<file path="src/rtl/cpu_pkg.sv">
// Shared definitions for the RV32 core front end.
package cpu_pkg;

  // Fetch FSM states.
  typedef enum logic [1:0] {
    FETCH,
    WAIT,
    DROP,
    HOLD
  } fetch_state_t;

  // addi x0,x0,0 -- placed in IF/ID when empty or flushed.
  localparam logic [31:0] NOP_INST         = 32'h0000_0013;
  localparam logic [31:0] DEFAULT_RESET_PC = 32'h0000_0000;

endpackage

</file>
<file path="src/rtl/if_id_reg.sv">
// IF/ID pipeline register: flush wins over load, otherwise hold.
module if_id_reg
  import cpu_pkg::*;
(
  input  logic        clk,
  input  logic        rst,
  input  logic        load,
  input  logic        flush,
  input  logic [31:0] pc_in,
  input  logic [31:0] inst_in,
  output logic [31:0] D_pc,
  output logic [31:0] D_inst,
  output logic        D_valid
);

  // Register update: reset, flush to NOP, load, or hold.
  always_ff @(posedge clk) begin
    if (!rst) begin
      D_pc    <= '0;
      D_inst  <= NOP_INST;
      D_valid <= 1'b0;
    end else if (flush) begin
      D_inst  <= NOP_INST;
      D_valid <= 1'b0;
    end else if (load) begin
      D_pc    <= pc_in;
      D_inst  <= inst_in;
      D_valid <= 1'b1;
    end
  end

endmodule

</file>
<file path="src/rtl/fetch_unit.sv">
// Instruction-fetch stage: PC register, imem handshake FSM, skid buffer,
// and the IF/ID register.
module fetch_unit
  import cpu_pkg::*;
#(
  parameter logic [31:0] RESET_PC = DEFAULT_RESET_PC
) (
  input  logic        clk,
  input  logic        rst,
  input  logic        stall,
  input  logic        jb,
  input  logic [31:0] next_pc,
  output logic [31:0] F_pc,
  output logic [31:0] F_pc_plus4,
  output logic        im_req,
  output logic [31:0] im_addr,
  input  logic        im_ready,
  input  logic        im_rvalid,
  input  logic [31:0] im_rdata,
  output logic [31:0] D_pc,
  output logic [31:0] D_inst,
  output logic        D_valid
);

  fetch_state_t state, state_next;
  logic [31:0]  pc, pc_next;
  logic [31:0]  skid_buf;
  logic         buf_load;
  logic         d_load;
  logic         d_flush;
  logic [31:0]  d_data;
  logic         can_load;

  assign F_pc       = pc;
  assign F_pc_plus4 = pc + 32'd4;
  assign im_addr    = pc;
  assign im_req     = rst && (state == FETCH);
  assign can_load   = !stall || !D_valid;

  // Next state, IF/ID controls and PC selection; jb overrides everything.
  always_comb begin
    state_next = state;
    pc_next    = pc;
    d_load     = 1'b0;
    d_flush    = 1'b0;
    d_data     = im_rdata;
    buf_load   = 1'b0;
    case (state)
      FETCH: begin
        if (im_ready) state_next = jb ? DROP : WAIT;
      end
      WAIT: begin
        if (jb) begin
          state_next = im_rvalid ? FETCH : DROP;
        end else if (im_rvalid) begin
          if (can_load) begin
            d_load     = 1'b1;
            state_next = FETCH;
          end else begin
            buf_load   = 1'b1;
            state_next = HOLD;
          end
        end
      end
      HOLD: begin
        if (jb) begin
          state_next = FETCH;
        end else if (can_load) begin
          d_load     = 1'b1;
          d_data     = skid_buf;
          state_next = FETCH;
        end
      end
      DROP: begin
        if (im_rvalid) state_next = FETCH;
      end
      default: state_next = FETCH;
    endcase
    if (jb) begin
      d_flush = 1'b1;
      d_load  = 1'b0;
      pc_next = next_pc;
    end else if (d_load) begin
      pc_next = next_pc;
    end
  end

  // State, PC and skid buffer registers.
  always_ff @(posedge clk) begin
    if (!rst) begin
      state    <= FETCH;
      pc       <= RESET_PC;
      skid_buf <= '0;
    end else begin
      state <= state_next;
      pc    <= pc_next;
      if (buf_load) skid_buf <= im_rdata;
    end
  end

  if_id_reg u_if_id (
    .clk     (clk),
    .rst     (rst),
    .load    (d_load),
    .flush   (d_flush),
    .pc_in   (pc),
    .inst_in (d_data),
    .D_pc    (D_pc),
    .D_inst  (D_inst),
    .D_valid (D_valid)
  );

endmodule

</file>
<file path="config.mk">
export PLATFORM = sky130hd
export DESIGN_NAME = fetch_unit
export DESIGN_NICKNAME = d
export VERILOG_FILES = /design/src/rtl/cpu_pkg.sv /design/src/rtl/if_id_reg.sv /design/src/rtl/fetch_unit.sv
export SDC_FILE = /design/constraint.sdc
export NUM_CORES = 1
export LEC_CHECK = 0
export BUFFER_PORTS_ARGS = -buffer_cell sky130_fd_sc_hd__clkbuf_2
export CAP_MARGIN = 20
export CORE_MARGIN = 1.5
export CORE_UTILIZATION = 46
export DETAILED_ROUTE_END_ITERATION = 8
export GPL_ROUTABILITY_DRIVEN = 1
export HOLD_SLACK_MARGIN = 0.03
export PLACE_DENSITY = 0.75
export SETUP_SLACK_MARGIN = 0.05
export SKIP_CTS_REPAIR_TIMING = 1
export SYNTH_ARGS = -nofsm -noshare
export SYNTH_HDL_FRONTEND = slang
export SYNTH_HIERARCHICAL = 1
export SYNTH_SLANG_ARGS = --single-unit
export TNS_END_PERCENT = 10
</file>
<file path="constraint.sdc">
create_clock -name clk -period 2.54 [get_ports clk]
set_input_delay 0.508 -clock clk [delete_from_list [all_inputs] [get_ports clk]]
set_output_delay 0.508 -clock clk [all_outputs]
set_load 0.005 [all_outputs]
</file>
# After elaboration in Yosys (flattened, before gate mapping)
# Cells that the tools add are included.
# op_classes
eq_ne	7
bitwise_logic	2
reduce_logical	9
addsub	1
muxes	26
# op_table
operator	count
32-bit 2-to-1 mux	5
32-bit by 3-bit adder with 32-bit output (second input constant)	1
2-bit 2-to-1 mux	9
1-bit 2-to-1 mux	10
2-bit case mux with 4 select lines	1
3-bit inequality test (second input constant)	2
2-bit == test (second input constant)	2
2-bit inequality test (second input constant)	2
4-bit AND reduction	1
2-bit by 1-bit == test with 1-bit output (second input constant)	1
1-bit zero test	2
2-bit zero test	1
1-bit NOT	2
1-bit case mux with 2 select lines	1
2-bit AND reduction	1
2-bit nonzero test	1
2-bit OR reduction	1
1-bit logical AND	1
1-bit logical OR	1
# word_totals
input_bits	70
register_bits	131
output_inout_bits	162
elab_cells	51

# Depth between registers and ports, before layout
# logic_depth
depth_word	8
ltp_mapped	8
ltp_nobuf	5

# By module
# The synthesis kept the hierarchy.
# by_module_without_submodules
module	cells_per_inst	seq_area_each_um2	n_inst	area_per_inst_um2
fetch_unit	454	1321.3	1	3782.4
if_id_reg	248	1301.2	1	2457.4

# Worst setup path before layout
# No wires, ideal clock.
# synth_timing
path_kind	register to output
startpoint	register pc[2], in the netlist F_pc[2]
endpoint	output port F_pc_plus4[30]
path_slack_ps	465
path_stages_with_launch	6
arrival_ps	1567
path_cell_list	dfxtp_1 -> ha_1 -> nand3_1 -> or3_4 -> nor3_2 -> xor2_1
# synth_via
elab_chain_cells	1
# synth_rtl
item	line	source
from (decl)	fetch_unit.sv:26	logic [31:0] pc, pc_next;
from (signal assigned)	fetch_unit.sv:96	pc <= pc_next;
32-bit by 3-bit adder with 32-bit output	fetch_unit.sv:35	assign F_pc_plus4 = pc + 32'd4;
to (decl)	fetch_unit.sv:14	output logic [31:0] F_pc_plus4,
# Every way passes these cells.

# Worst setup path in the final report
# layout_timing
startpoint	register pc[3], in the netlist F_pc[3]
endpoint	output port F_pc_plus4[24]
# The elaborated chain is that of the path after synthesis.

==> flow_summary_export.csv <==
group,metric,value,unit
run_status,status,"completed",
power,power_frac_seq,0.447,
yosys,ys_warn_count,6,
worst_setup_path,worstPathCellList,"ha_4, nand3_4, nor4_4, buf_4, nand3_1, xnor2_1, buf_2",
layout,drive_gt1_frac,0.385,
worst_setup_path,r2r_cells,5,
global_routing,antenna_found_initial,0,
worst_setup_path,critical_path.top_delay_family,"simple AND/OR/NAND/NOR gates",
timing,max_clock_freq,405,MHz
global_routing,gr-total-overflow,0,
job,cap_violations,0,
yosys,synth_edf_count,0,
yosys,ys_types,43,
clock_network,numCtsBuffers,17,
floorplanning,start_util,0.471,
drt,wire_per_inst,14.5,um
power,peakVddDrop,0.348,mV
layout,diodes,0,
yosys,async_flop_share,0,
clock_network,clk_root_buffer_cell,"clkbuf_16",
timing,min_period_over_period,0.971,
worst_setup_path,cp_data_arrival_time,1960,ps
worst_setup_path,cp-start-kind,"flip-flop",
place,port-buffer-count,231,
clock_network,tritoncts,"done",
drt,remaining_drc_errors,0,
drt,drt_iter0_drc,270,
power,swShare,0.230,
timing,hold_ws,308,ps
layout,nFillCells,1173,
timing,timing.final.ws_setup,73.6,ps
timing,rsz0062_at_grt,"true",
drt,routed_wl,16.0,mm
clock_network,clock_latency,410,ps
clock_network,clk_pin_slew,50,ps
floorplanning,die_area,14300,um2
floorplanning,die_x,119,um
floorplanning,die_h,119,um
layout,layout_common_cells,"clkbuf_2, nand2_1, dfxtp_1",
drt,firstDrtPassIters,4,
worst_setup_path,critical_path.max_fanout,6,
place,dp_worst_setup_slack,239,ps
worst_setup_path,worstReg2RegStart,"state[1]",
yosys,synth_ff_type,"dfxtp_1",
place,hpwl,11.2,mm
drt,route.vias.total,5433,
min_path,min_delay_path_depth,3,
place,placed_area,7410,um2
place,gp_congestion,0.861,
global_routing,grt_pass1_wl,25.6,mm
min_path,worst_hold_path_type,"in -> reg",
layout,instances_no_fill,1098,
worst_setup_path,worst-path-stages,7,
clock_network,htree_levels,4,
yosys,yosysSeqAreaShare,0.420,
timing,setup_viol,0,
drt,via_per_inst,4.95,
yosys,synth-seq-cells,131,
floorplanning,pin_count,232,
power,power_frac_clock,0.460,
yosys,synth_area_per_cell,8.89,um2
drt,antenna_left,0,
power,p_sw,1100,uW
timing,worst_pin_slew,666,ps
worst_setup_path,slowest_stage,"dfxtp_4",
power,p_int,3700,uW
yosys,synth_cells,702,
worst_setup_path,crit_buf_inv,2,
min_path,hold_start,"next_pc[3]",
clock_network,cts.sinks,131,
layout,seqCellArea,2650,um2
timing,slew_violations,0,
timing,period_needed,2470,ps
yosys,syn_area,6240,um2
worst_setup_path,critical_path.max_stage_delay,390,ps
power,cellPowerDensity,594,nW/um2
timing,max_slew_margin,0.556,
clock_network,cts.path.max_buffers,2,
power,p_leak,0.00344,uW
layout,multiInputGateArea,3170,um2
worst_setup_path,startpoint,"F_pc[3]",
global_routing,grt_max_degree,99,
layout,final_common_cell,"clkbuf_2",
worst_setup_path,required,2030,ps
worst_setup_path,cp-end-kind,"output port",
timing,final_hold_viol_count,0,
timing,fin_skew,9.31,ps
timing,fin_tns_setup,0,ps
floorplanning,core.rowCount,42,
worst_setup_path,crit_type,"reg -> out",
global_routing,grt_pass1_vias,5246,
layout,fin_area,8070,um2
floorplanning,coreArea,13200,um2
place,dp.cells,1059,
power,pwr-share-comb,0.093,
global_routing,grt_use_total,0.227,
layout,finalNetCount,981,
yosys,syn-num-nets,773,
layout,syn2layout_area_growth,29.4,%
[routing by layer]
layer	GRT usage	up-vias	wire [um]
met3	0.0694	26	1130
met2	0.398	192	7780
li1	-	2718	-
met1	0.256	2497	6760
met4	0.0900	0	283
met5	0	-	0
[sequential cells by signal, summed over array words and instances, names as in the netlist]
| name | count |
|---|---|
| F_pc | 32 |
| skid_buf | 32 |
| u_if_id/D_valid | 1 |
| state | 2 |
| u_if_id/D_inst | 32 |
| u_if_id/D_pc | 32 |
[worst reg2reg max path, cell delays in order (launching register included)]
cell	delay (ps)
dfxtp_1	480
a2bb2oi_1	450
and2_2	260
nor2b_4	170
buf_12	240
mux2i_1	270
[per-stage QoR]
stage               utilization  power [uW]
floorplan                     -        2430
global placement          0.560        2620
detailed placement        0.560        2630
CTS                       0.600        4850
global route              0.610        4990
finish                    0.610        4800
[worst paths after layout]
kind | slack [ps] | endpoint
min | 310 | F_pc[3]
max reg2reg | 600 | u_if_id/D_pc[28]
max | 70 | F_pc_plus4[24]
min reg2reg | 450 | skid_buf[1]
[area by class of cell]
cell class	count	area share
clock buffers	25	0.0589
clock inverters	6	0.00682
repair buffers	268	0.184
multi-input cells	488	0.392
inverters	4	0.00186
flip-flops and latches	131	0.329
well taps	176	0.0273
[Yosys cell counts, types with 4 or more instances]
| cell type | number | area share |
|---|---|---|
| nand2_1 | 200 | 0.12 |
| dfxtp_1 | 131 | 0.42 |
| mux2i_1 | 61 | 0.098 |
| a21boi_0 | 42 | 0.051 |
| buf_4 | 36 | 0.043 |
| nor2_1 | 36 | 0.022 |
| mux2_2 | 29 | 0.052 |
| a21boi_1 | 22 | 0.026 |
| buf_2 | 20 | 0.016 |
| clkbuf_1 | 18 | 0.011 |
| xnor2_1 | 18 | 0.025 |
| nand3_1 | 13 | 0.010 |
| xor2_1 | 10 | 0.014 |
| buf_6 | 5 | 0.0090 |
| nor3_2 | 5 | 0.0080 |
| and3_1 | 4 | 0.0040 |
| and4_1 | 4 | 0.0056 |
| inv_1 | 4 | 0.0024 |
| nand2b_1 | 4 | 0.0040 |
| nand4_1 | 4 | 0.0040 |
| nor2b_1 | 4 | 0.0040 |
[logic make-up (layout without fill, tap and decap cells)]
group	after synthesis	in the layout	share of synthesized area
AO/OA/AOI/OAI	75	75	0.0900
XOR/XNOR	28	28	0.0393
adder cells (fa/ha/maj)	1	1	0.00200
buffers and inverters	83	303	0.0816
flip-flops	131	131	0.420
multiplexers	93	93	0.156
AND/OR/NAND/NOR	291	291	0.211
[power by group through the flow]
stage          sequential, uW  clock [uW]  combinational (uW)
2_1_floorplan            2190           0                 237
3_3_place_gp             2180           0                 436
3_5_place_dp             2190           0                 441
4_1_cts                  2140        2260                 443
5_1_grt                  2150        2350                 491
6_report                 2140        2210                 446
Note: power is estimated with default switching activity, not from simulation.
